===== config.mk =====
export PLATFORM = sky130hd
export DESIGN_NAME = fetch_unit_flat
export DESIGN_NICKNAME = d
export VERILOG_FILES = /design/src/rtl/fetch_pkg.sv /design/src/rtl/fetch_unit_if.sv /design/src/rtl/fetch_queue.sv /design/src/rtl/fetch_unit.sv /design/src/flat_wrapper.sv
export SDC_FILE = /design/constraint.sdc
export NUM_CORES = 1
export LEC_CHECK = 0
export CORE_MARGIN = 1.5
export CORE_UTILIZATION = 50
export CTS_CLUSTER_DIAMETER = 50
export CTS_CLUSTER_SIZE = 40
export DETAILED_ROUTE_END_ITERATION = 8
export PLACE_DENSITY = 0.81
export SKIP_CTS_REPAIR_TIMING = 1
export SYNTH_ARGS = -nofsm -noshare
export SYNTH_HDL_FRONTEND = slang
export SYNTH_HIERARCHICAL = 1
export SYNTH_SLANG_ARGS = --single-unit

===== constraint.sdc =====
create_clock -name clk -period 3.2 [get_ports clk]
set_clock_uncertainty 0.1 [all_clocks]
set_input_delay 0.64 -clock clk [delete_from_list [all_inputs] [get_ports clk]]
set_output_delay 0.64 -clock clk [all_outputs]
set_load 0.01 [all_outputs]

===== src/rtl/fetch_pkg.sv =====
// Shared types and constants for the instruction-fetch front end.
package fetch_pkg;
  localparam int INSTR_W = 32;
  localparam int PC_W    = 32;
  localparam logic [PC_W-1:0] PC_STEP          = 32'd4;
  localparam logic [PC_W-1:0] DEFAULT_RESET_PC = 32'h0000_0000;

  typedef struct packed {
    logic [INSTR_W-1:0] instr;
    logic [PC_W-1:0]    pc;
  } fetch_entry_t;

  function automatic logic [PC_W-1:0] word_align(input logic [PC_W-1:0] a);
    return a & {{(PC_W-2){1'b1}}, 2'b00};
  endfunction
endpackage


===== src/rtl/fetch_unit_if.sv =====
// Fetch-unit bus: imem request/response, redirect input and the decoded-side stream.
interface fetch_unit_if;
  import fetch_pkg::*;
  logic               imem_req;
  logic [PC_W-1:0]    imem_addr;
  logic               imem_ready;
  logic               imem_rvalid;
  logic [INSTR_W-1:0] imem_rdata;
  logic               redirect;
  logic [PC_W-1:0]    redirect_pc;
  logic               instr_valid;
  logic [INSTR_W-1:0] instr;
  logic [PC_W-1:0]    instr_pc;
  logic [PC_W-1:0]    instr_pc4;
  logic               instr_ready;

  modport master (
    output imem_req, imem_addr, instr_valid, instr, instr_pc, instr_pc4,
    input  imem_ready, imem_rvalid, imem_rdata, redirect, redirect_pc, instr_ready
  );
  modport slave (
    input  imem_req, imem_addr, instr_valid, instr, instr_pc, instr_pc4,
    output imem_ready, imem_rvalid, imem_rdata, redirect, redirect_pc, instr_ready
  );
endinterface


===== src/rtl/fetch_queue.sv =====
// Prefetch FIFO of {instr, pc}; flush wins over push, pop alongside flush is harmless.
module fetch_queue
  import fetch_pkg::*;
#(
  parameter int DEPTH = 4,
  localparam int AW = $clog2(DEPTH),
  localparam int CW = $clog2(DEPTH + 1)
) (
  input  logic         clk,
  input  logic         reset,
  input  logic         push,
  input  logic         pop,
  input  logic         flush,
  input  fetch_entry_t wdata,
  output fetch_entry_t rdata,
  output logic         full,
  output logic         empty,
  output logic [CW-1:0] count
);
  fetch_entry_t  mem_q [DEPTH];
  logic [AW-1:0] wr_ptr_q, rd_ptr_q;
  logic [CW-1:0] count_q;

  // Storage needs no reset: the head is only observed while count is non-zero.
  always_ff @(posedge clk) begin
    if (push && !flush) mem_q[wr_ptr_q] <= wdata;
  end

  always_ff @(posedge clk or negedge reset) begin
    if (!reset) begin
      wr_ptr_q <= '0;
      rd_ptr_q <= '0;
      count_q  <= '0;
    end else if (flush) begin
      wr_ptr_q <= '0;
      rd_ptr_q <= '0;
      count_q  <= '0;
    end else begin
      if (push) wr_ptr_q <= wr_ptr_q + AW'(1);
      if (pop)  rd_ptr_q <= rd_ptr_q + AW'(1);
      count_q <= count_q + CW'(push) - CW'(pop);
    end
  end

  assign rdata = mem_q[rd_ptr_q];
  assign count = count_q;
  assign empty = (count_q == '0);
  assign full  = (count_q == CW'(DEPTH));
endmodule


===== src/rtl/fetch_unit.sv =====
// Instruction-fetch front end: PC, fetch credit, redirect discard, in-order delivery.
module fetch_unit
  import fetch_pkg::*;
#(
  parameter int              DEPTH    = 4,
  parameter logic [PC_W-1:0] RESET_PC = DEFAULT_RESET_PC
) (
  input  logic         clk,
  input  logic         reset,
  fetch_unit_if.master bus
);
  localparam int CW = $clog2(DEPTH + 1);
  localparam logic [CW:0] CAP = (CW+1)'(DEPTH);

  logic [PC_W-1:0] fetch_pc_q, fetch_pc_d, resp_pc_q, resp_pc_d;
  logic [CW-1:0]   outst_q, outst_d, discard_q, discard_d;
  logic [CW-1:0]   q_count;
  logic            q_full, q_empty;
  logic [CW:0]     committed;
  logic            req, accept, push, pop;
  fetch_entry_t    q_head, q_wdata;

  // Credit covers both queued words and words still in flight, so a push never finds the queue full.
  assign committed = {1'b0, q_count} + {1'b0, outst_q};
  assign req       = reset && !bus.redirect && !q_full && (committed < CAP);
  assign accept    = req && bus.imem_ready;
  assign push      = bus.imem_rvalid && !bus.redirect && (discard_q == '0);
  assign pop       = !q_empty && bus.instr_ready;
  assign q_wdata   = '{instr: bus.imem_rdata, pc: resp_pc_q};

  always_comb begin
    outst_d    = outst_q + CW'(accept) - CW'(bus.imem_rvalid);
    discard_d  = discard_q;
    fetch_pc_d = fetch_pc_q;
    resp_pc_d  = resp_pc_q;
    if (bus.redirect) begin
      // Everything still in flight after this cycle belongs to the old stream.
      discard_d  = outst_d;
      fetch_pc_d = word_align(bus.redirect_pc);
      resp_pc_d  = word_align(bus.redirect_pc);
    end else begin
      if (bus.imem_rvalid && (discard_q != '0)) discard_d = discard_q - CW'(1);
      if (accept) fetch_pc_d = fetch_pc_q + PC_STEP;
      if (push)   resp_pc_d  = resp_pc_q + PC_STEP;
    end
  end

  always_ff @(posedge clk or negedge reset) begin
    if (!reset) begin
      fetch_pc_q <= RESET_PC;
      resp_pc_q  <= RESET_PC;
      outst_q    <= '0;
      discard_q  <= '0;
    end else begin
      fetch_pc_q <= fetch_pc_d;
      resp_pc_q  <= resp_pc_d;
      outst_q    <= outst_d;
      discard_q  <= discard_d;
    end
  end

  fetch_queue #(.DEPTH(DEPTH)) u_queue (
    .clk   (clk),
    .reset (reset),
    .push  (push),
    .pop   (pop),
    .flush (bus.redirect),
    .wdata (q_wdata),
    .rdata (q_head),
    .full  (q_full),
    .empty (q_empty),
    .count (q_count)
  );

  assign bus.imem_req    = req;
  assign bus.imem_addr   = fetch_pc_q;
  assign bus.instr_valid = !q_empty;
  assign bus.instr       = q_empty ? '0 : q_head.instr;
  assign bus.instr_pc    = q_empty ? '0 : q_head.pc;
  assign bus.instr_pc4   = q_empty ? '0 : q_head.pc + PC_STEP;
endmodule

===== src/flat_wrapper.sv =====
// flat-port wrapper written by rule: the top's interface ports become plain ports
module fetch_unit_flat import fetch_pkg::*;
#(
  parameter int              DEPTH    = 4,
  parameter logic [PC_W-1:0] RESET_PC = DEFAULT_RESET_PC
)
  (clk, reset, bus_imem_req, bus_imem_addr, bus_instr_valid, bus_instr, bus_instr_pc, bus_instr_pc4, bus_imem_ready, bus_imem_rvalid, bus_imem_rdata, bus_redirect, bus_redirect_pc, bus_instr_ready);
  fetch_unit_if bus_i ();
  input  logic clk;
  input  logic reset;
  output wire logic [$bits(bus_i.imem_req)-1:0] bus_imem_req;
  output wire logic [$bits(bus_i.imem_addr)-1:0] bus_imem_addr;
  output wire logic [$bits(bus_i.instr_valid)-1:0] bus_instr_valid;
  output wire logic [$bits(bus_i.instr)-1:0] bus_instr;
  output wire logic [$bits(bus_i.instr_pc)-1:0] bus_instr_pc;
  output wire logic [$bits(bus_i.instr_pc4)-1:0] bus_instr_pc4;
  input wire logic [$bits(bus_i.imem_ready)-1:0] bus_imem_ready;
  input wire logic [$bits(bus_i.imem_rvalid)-1:0] bus_imem_rvalid;
  input wire logic [$bits(bus_i.imem_rdata)-1:0] bus_imem_rdata;
  input wire logic [$bits(bus_i.redirect)-1:0] bus_redirect;
  input wire logic [$bits(bus_i.redirect_pc)-1:0] bus_redirect_pc;
  input wire logic [$bits(bus_i.instr_ready)-1:0] bus_instr_ready;
  assign bus_imem_req = bus_i.imem_req;
  assign bus_imem_addr = bus_i.imem_addr;
  assign bus_instr_valid = bus_i.instr_valid;
  assign bus_instr = bus_i.instr;
  assign bus_instr_pc = bus_i.instr_pc;
  assign bus_instr_pc4 = bus_i.instr_pc4;
  assign bus_i.imem_ready = bus_imem_ready;
  assign bus_i.imem_rvalid = bus_imem_rvalid;
  assign bus_i.imem_rdata = bus_imem_rdata;
  assign bus_i.redirect = bus_redirect;
  assign bus_i.redirect_pc = bus_redirect_pc;
  assign bus_i.instr_ready = bus_instr_ready;
  fetch_unit #(.DEPTH(DEPTH), .RESET_PC(RESET_PC)) u_core (.clk(clk), .reset(reset), .bus(bus_i));
endmodule

==> reports/results.tsv, run 1 <==
metric	value	unit
crit_family	buffers and inverters	
violations	setup timing	
first_pass_iters	5	
cts_tree	done	
crit_chain	buf_4 > mux4_2 > ha_4 > buf_4 > nand3_1 > xor2_1 > nor2_1 > clkdlybuf4s50_1	
critPathBufInv	3	
clockRootBuffer	clkbuf_16	
syn_area_per_cell	14.94	um^2
run_status	complete, but fails checks	
final_common_cell	edfxtp_1	
grt_first_pass_wirelength	52110	um
grt_max_degree	65	
place.gp.congestion	0.9014	
grt_setup_unrepaired	yes	
dieWidth	174.4	um
num-nets-final	1358	
power.density	712.6	nW/um^2
htree_levels	1	
ant_nets	0	
worstSetupPathType	reg -> out	
ys_seq_elements	329	
antenna_found_initial	0	
fin_ws	-0.5691	ns
dieArea	30410	um^2
wire_per_inst	20.53	um
crit_fanout	4	
diodes	0	
cts_num_sinks	329	
final_layout_size_suffix_gt1_share	25.87	%
ios	200	
core.rowCount	62	
async_flop_share	22.19	%
synth-edff-count	256	
initial_core_util	51.03	%
clk_pin_slew_worst_paths	0.09	ns
leakagePower	7.275	nW
vias	9638	
layout_common_cells	256 x edfxtp_1, 105 x clkdlybuf4s50_1, 73 x buf_4	
grt_use_total	21.81	%
ir_drop	0.0005123	V
finalHoldViolCount	0	
tightest_slew	1.159	ns
fin_cells	1679	
ys_seq_area_share	64.78	%
drtIter0Drc	1034	
dieHeight	174.4	um
cp.arrival	3.03	ns
fin_hold_ws	0.09101	ns
setup_viol	49	
cpMostUsedCell	buf_4	
synthFlopType	edfxtp_1	
crit_path_end_kind	output port	
slowest_stage	clkdlybuf4s50_1	
crit_path_max_incr_delay	0.58	ns
power	13.59	mW
yosys_warnings	6	
pre_cts_ws	-0.4102	ns
wl	34470	um
fin_area	19070	um^2
gr-total-overflow	0	
syn-cell-area	14690	um^2
portBuffers	195	
synthCells	983	
place_inst	1599	
hp-class	in -> async	
numCtsBuffers	30	
worstSkewPairLatency	0.56	ns
final_core_util	66.27	%
drc	0	
area_growth	29.86	%
cap_violations	0	
synth_cell_types	58	
cp-start-kind	flop	
timing.fmax	265.3	MHz
drv_slew	0	
core	28780	um^2
clockBufferDepth	3	
final.period_utilization	117.8	%
fin_crit	3.769	ns
crit_required	2.46	ns
via_per_inst	5.740	
first_global_vias	9398	
relSlewSlack	22.44	%
place_hpwl	22410	um
finalSetupTns	-13.08	ns
place_area	17620	um^2
-- worst paths after layout --
path / from / to / slack (ns) / cells after the start
max in group asynchronous: reset / u_core/u_queue/rd_ptr_q[0] / 1.94 / 3
hold reg to reg: u_core/outst_q[0] / u_core/outst_q[0] / 0.45 / 1
setup reg to reg: u_core/u_queue/count[1] / u_core/discard_q[2] / 0.35 / 12
setup / recovery: u_core/u_queue/rd_ptr_q[0] / bus_instr_pc4[6] / -0.57 / 8
hold / removal: reset / u_core/bus.imem_addr[19] / 0.09 / 2
min in group clk: u_core/outst_q[0] / u_core/outst_q[0] / 0.45 / 1
-- layer usage --
layer	up-vias	global-route usage (%)	routed length, um
met5	-	0	0
met4	0	4.382	495
met3	36	3.084	2747
met2	487	35.64	17000
met1	4813	31.54	14230
li1	4302	-	-
-- sequential cells by signal (all words and copies together), names as in the netlist --
name,count
u_core/resp_pc_q,30
u_core/outst_q,3
u_core/u_queue/rd_ptr_q,2
u_core/bus.imem_addr,30
u_core/u_queue/wr_ptr_q,2
u_core/u_queue/count,3
u_core/u_queue/mem_q,256
u_core/discard_q,3
-- cell families after synthesis --
family	Yosys count	synth area share (%)
buffers and inverters	71	2.573
AO/OA/AOI/OAI	88	3.740
adder cells (fa/ha/maj)	17	1.550
other	1	0.02553
XOR/XNOR	67	4.089
flip-flops	329	64.78
multiplexers	69	10.19
AND/OR/NAND/NOR	341	13.06
-- cell type report --
class	count	area, um^2
clock buffers	31	775.7
clock inverters	25	366.6
fillers	1907	9707
inverters	22	82.58
multi-input cells	592	5035
flip-flops and latches	329	9520
well taps	384	480.5
repair buffers	296	2813
-- cells in the mapped netlist (3+ instances only) --
cell      instances  share of area [%]
a21oi_1          12               0.41
a31oi_1           5               0.21
and2_1           10               0.43
and3_1           11               0.47
and4_1           13               0.78
buf_1             3              0.077
buf_12            3               0.41
buf_2             8               0.27
buf_4             7               0.36
clkbuf_1         25               0.64
dfrtp_1          73                 12
edfxtp_1        256                 52
ha_1             15                1.3
inv_1            20               0.51
mux2_2            4               0.31
mux4_2           64                9.8
nand2_1          65                1.7
nand2b_1          4               0.17
nand3_1          33                1.1
nand4_1          38                1.6
nor2_1           59                1.5
nor2b_1          68                2.9
nor3_1            8               0.27
nor4_1            4               0.17
nor4_4            3               0.43
o211ai_1         13               0.66
o21ai_0          32                1.1
o21ai_1           5               0.17
o311ai_0          9               0.54
or2_2             3               0.13
or3_1             5               0.21
or4_1             5               0.26
xnor2_1          28                1.7
xor2_1           38                2.3
-- where the power goes --
part	internal (mW)	switching, mW	total, mW	leakage [nW]
registers	4.83	0.272	5.10	3.18
logic	2.33	2.22	4.55	3.54
clock network	2.03	1.91	3.94	0.549
Power figures use the tool's default switching activity.
==> run 2: changes to the inputs <==
--- a/config.mk
+++ b/config.mk
@@ -10,8 +10,8 @@
 export CTS_CLUSTER_DIAMETER = 50
 export CTS_CLUSTER_SIZE = 40
 export DETAILED_ROUTE_END_ITERATION = 8
+export GPL_TIMING_DRIVEN = 0
 export PLACE_DENSITY = 0.81
-export SKIP_CTS_REPAIR_TIMING = 1
 export SYNTH_ARGS = -nofsm -noshare
 export SYNTH_HDL_FRONTEND = slang
 export SYNTH_HIERARCHICAL = 1
==> run 2 against run 1 <==
  * The flow still finishes with violations (setup timing)
  * Via count up 2.6%
  * Combinational power is 5.5% higher
  * Worst hold slack improved by 0.30 ns
==> reports/results.tsv, run 2 (synthesis results as in run 1) <==
metric	value	unit
run_status	complete, but fails checks	
violations	setup timing	
diodes	0	
antenna_found_initial	0	
vias	9886	
initial_core_util	51.03	%
area_growth	31.05	%
fin_crit	3.836	ns
ff2ff_path_depth	13	
grt_max_degree	60	
dieWidth	174.4	um
leakagePower	7.117	nW
clockBufferDepth	3	
first_pass_iters	5	
cp.arrival	3.10	ns
crit_path_end_kind	output port	
largest_reg_flops	256	
pre_cts_ws	-1.181	ns
grt_first_pass_wirelength	55370	um
dieHeight	174.4	um
cts_tree	done	
grt_setup_unrepaired	yes	
power	13.82	mW
ant_nets	0	
fin_hold_ws	0.3869	ns
ios	200	
cp-start-kind	flop	
cap_violations	0	
clk_pin_slew_worst_paths	0.09	ns
dieArea	30410	um^2
relSlewSlack	54.08	%
final.period_utilization	119.9	%
core.rowCount	62	
clockRootBuffer	clkbuf_16	
grt_use_total	23.53	%
drtIter0Drc	1008	
portBuffers	195	
cts_num_sinks	329	
layout_common_cells	256 x edfxtp_1, 106 x clkdlybuf4s50_1, 73 x dfrtp_1	
worstSetupPathType	reg -> out	
timing.fmax	260.7	MHz
place.gp.congestion	0.9161	
fin_ws	-0.6356	ns
wl	37530	um
crit_fanout	5	
finalSetupTns	-11.90	ns
first_global_vias	9785	
gr-total-overflow	0	
place_hpwl	22790	um
core	28780	um^2
worstSkewPairLatency	0.57	ns
numCtsBuffers	28	
power.density	717.9	nW/um^2
drv_slew	0	
htree_levels	1	
setup_viol	32	
num-nets-final	1377	
crit_required	2.46	ns
finalHoldViolCount	0	
final_common_cell	edfxtp_1	
largest_register	u_core/u_queue/mem_q	
tightest_slew	0.6888	ns
wire_per_inst	22.13	um
hp-class	in -> async	
drc	0	
ir_drop	0.0004405	V
via_per_inst	5.829	
final_layout_size_suffix_gt1_share	25.30	%
final_core_util	66.88	%
## run 2: metrics by stage
step	area [um^2]	cells
after floorplan	14730	992
after global placement	17160	1571
after detailed placement	17300	1576
after CTS	18820	1669
after global routing	19250	1696
final	19250	1696
## run 2: where the power goes
group | switching (mW) | leakage [nW] | internal (mW)
sequential | 0.258 | 3.19 | 4.83
clock | 1.91 | 0.541 | 2.02
combinational | 2.42 | 3.39 | 2.39
total | 4.58 | 7.12 | 9.24
## run 2: routing by layer
metal / vias to the layer above / wire length, um / GRT usage, % / part of all wire (%)
met5: - / 0 / 0 / 0
met4: 0 / 1018 / 6.609 / 2.7
met3: 78 / 3189 / 3.565 / 8.5
met2: 572 / 18420 / 38.53 / 49
met1: 4894 / 14900 / 33.00 / 40
li1: 4342 / - / - / -
## run 2: layout make-up
type	instances	area, um^2
clock inverters	23	415.4
multi-input cells	593	5130
repair buffers	271	2554
flip-flops and latches	329	9514
plain buffers	45	344.1
inverters	22	85.08
fillers	1876	9532
well taps	384	480.5
clock buffers	29	725.7
## run 2: path summary, 6_finish.rpt
path,startpoint,slack [ns],to
worst max-delay path,u_core/u_queue/rd_ptr_q[0],-0.64,bus_instr_pc4[25]
worst min-delay path,reset,0.39,u_core/bus.imem_addr[20]
worst max register to register,u_core/u_queue/count[2],0.17,u_core/discard_q[2]
worst min register to register,u_core/outst_q[0],0.46,u_core/outst_q[0]
max in group asynchronous,reset,2.04,u_core/u_queue/wr_ptr_q[1]
min in group clk,u_core/outst_q[0],0.46,u_core/outst_q[0]
## run 2: what timing repair did
item	in CTS	in global routing
pin swaps	35	24
buffers inserted	45	23
setup endpoints to repair	320	103
cloned	0	4
hold endpoints to repair	16	0
gates resized for setup	222	84
hold buffers	1	0
## run 2: worst max-delay path, stage by stage (launching register included)
cell and delay (ns):
dfrtp_1 0.38, buf_6 0.15, buf_4 0.14, clkbuf_16 0.15
mux4_2 0.37, and4_4 0.26, nand4_1 0.28, buf_4 0.25
nor3_4 0.11, xnor2_1 0.10, nor2_1 0.18, buf_2 0.17
==> run 3: changes to the inputs <==
--- a/config.mk
+++ b/config.mk
@@ -11,7 +11,7 @@
 export CTS_CLUSTER_SIZE = 40
 export DETAILED_ROUTE_END_ITERATION = 8
 export GPL_TIMING_DRIVEN = 0
-export PLACE_DENSITY = 0.81
+export PLACE_DENSITY = 0.74
 export SYNTH_ARGS = -nofsm -noshare
 export SYNTH_HDL_FRONTEND = slang
 export SYNTH_HIERARCHICAL = 1
==> constraint.sdc (replaced) <==
create_clock -name clk -period 3.9 [get_ports clk]
set_clock_uncertainty 0.1 [all_clocks]
set_input_delay 0.78 -clock clk [delete_from_list [all_inputs] [get_ports clk]]
set_output_delay 0.78 -clock clk [all_outputs]
set_load 0.01 [all_outputs]
==> run 3 against run 2 <==
  * Register-to-register slack gained 0.39 ns
  * Die area is the same
  * Critical path depth shrank 2
  * Worst setup slack gained 0.54 ns
  * Sequential share of layout area grew 1.4 points
  * Clock power decreased by 24%
  * The run still ends with setup timing left
  * Non-clock buffer count decreased by 30
  * Critical endpoint unchanged
  * Worst hold slack improved by 0.087 ns
  * Highest routed layer unchanged
  * Largest power group unchanged
  * Global-route usage fell by 1.3 points
==> reports/results.tsv, run 3 (synthesis results as in run 1) <==
metric	value	unit
run_status	complete, but fails checks	
violations	setup timing	
grt_use_total	22.23	%
finalHoldViolCount	0	
setup_viol	2	
gr-total-overflow	0	
place_hpwl	22510	um
relSlewSlack	53.95	%
grt_max_degree	61	
ir_drop	0.0003827	V
final_layout_size_suffix_gt1_share	19.13	%
crit_path_end_kind	output port	
p_int	7.513	mW
cts_tree	done	
core.rowCount	62	
sw_frac_of_total	31.48	%
power	10.97	mW
first_global_vias	9429	
combPwrFrac	34.7	%
dieHeight	174.4	um
gr-max-usage-layer	met2	
ant_nets	0	
slowest_stage	clkdlybuf4s50_1	
crit_path_max_incr_delay	0.55	ns
tightest_slew	0.6854	ns
grt_first_pass_wirelength	52530	um
drv_slew	0	
final.period_utilization	102.5	%
crit_fanout	10	
clockBufferDepth	3	
cp.arrival	3.12	ns
dieArea	30410	um^2
power.density	586.1	nW/um^2
largest_reg_flops	256	
antenna_found_initial	0	
grt_setup_unrepaired	yes	
core	28780	um^2
vias	9412	
p_switching	3.452	mW
fin_crit	3.999	ns
cap_violations	0	
place.gp.congestion	0.9053	
met2_usage	36.06	%
dieWidth	174.4	um
layout_common_cells	256 x edfxtp_1, 170 x clkdlybuf4s50_1, 73 x dfrtp_1	
numCtsBuffers	28	
seqPwrFrac	38.0	%
cts_num_sinks	329	
whs_path_depth	1	
drc	0	
ios	200	
htree_levels	1	
wl	33770	um
pwr-share-clk	27.3	%
worstSkewPairLatency	0.55	ns
first_pass_iters	5	
timing.fmax	250.1	MHz
diodes	0	
crit_chain	buf_6 > buf_12 > mux4_2 > and4_4 > nand4_1 > nor3_2 > xnor2_1 > nor2_1 > clkdlybuf4s50_1	
leakagePower	6.524	nW
grt_use_met3	3.171	%
wire_per_inst	20.28	um
portBuffers	195	
cp-start-kind	flop	
clockRootBuffer	clkbuf_16	
via_per_inst	5.653	
use_met1	31.86	%
largest_register	u_core/u_queue/mem_q	
area_growth	27.38	%
num-nets-final	1346	
ff2ff_path_depth	14	
drtIter0Drc	785	
hp-class	reg -> reg	
fin_ws	-0.09907	ns
clk_pin_slew_worst_paths	0.07	ns
crit_required	3.02	ns
fin_hold_ws	0.4738	ns
final_common_cell	edfxtp_1	
worstSetupPathType	reg -> out	
initial_core_util	51.03	%
[run 3: cell count changes in the layout (fill, tap and decap cells not counted), moves of 10 or more]
cell | before | now
clkdlybuf4s50_1 | 106 | 170
buf_2 | 37 | 11
buf_4 | 62 | 45
dlygate4sd2_1 | 28 | 5
clkdlybuf4s15_1 | 10 | 0
buf_6 | 16 | 4
[run 3: worst paths after layout]
check / slack [ns] / start / end
worst max-delay path: -0.1 / u_core/u_queue/rd_ptr_q[0] / bus_instr_pc4[25]
worst min-delay path: 0.47 / u_core/outst_q[0] / u_core/outst_q[0]
worst max register to register: 0.56 / u_core/u_queue/count[2] / u_core/discard_q[2]
worst min register to register: 0.47 / u_core/outst_q[0] / u_core/outst_q[0]
max in group asynchronous: 2.57 / reset / u_core/u_queue/count[2]
min in group asynchronous: 0.53 / reset / u_core/bus.imem_addr[27]
[run 3: critical path: cells and delay by family (launching register included)]
family	cells	cell delay, ns
flops	1	0.39
simple gates	4	0.86
xor+xnor	1	0.10
buf+inv	3	0.85
mux	1	0.38
[run 3: final cells by class]
type	instances	area, um^2
Buffer	46	321.6
Clock buffer	29	725.7
Clock inverter	23	297.8
Fill cell	2042	10070
Inverter	22	82.58
Multi-Input combinational cell	592	4976
Sequential cell	329	9514
Tap cell	384	480.5
Timing Repair Buffer	240	2311
[run 3: per-stage QoR]
stage                     TNS, ns  cell area, um^2  setup WS (ns)  cells  utilization (%)
after global placement    -664.07            17150         -2.564   1571            59.60
after CTS                 -0.4104            18600        -0.1493   1651            64.64
after global routing      -0.5212            18710        -0.1864   1665            65.01
after detailed placement   -57.59            17290        -0.5308   1576            60.08
after floorplan                 0            14720         0.1861    992                -
final                     -0.1000            18710       -0.09907   1665            65.01
[run 3: power by group through the flow]
stage | registers [mW] | clock network [mW] | logic [mW]
floorplan | 4.19 | 0 | 1.97
global placement | 4.22 | 0 | 3.62
detailed placement | 4.23 | 0 | 3.67
CTS | 4.16 | 3.05 | 3.78
global route | 4.19 | 3.17 | 4.09
finish | 4.17 | 2.99 | 3.81
[run 3: metal layers]
layer | share of wire (%) | wire, um | up-vias
met3 | 7.5 | 2521 | 54
met5 | 0 | 0 | -
met1 | 43 | 14440 | 4660
met2 | 48 | 16050 | 409
met4 | 2.3 | 761 | 0
li1 | - | - | 4289
[run 3: timing repair]
item / in CTS / in global routing
pin swaps: 10 / 11
hold buffers: 1 / 0
endpoints found under the setup margin: 98 / 53
cloned: 0 / 0
hold endpoints to repair: 3 / 0
gates resized for setup: 67 / 38
setup buffers: 25 / 14
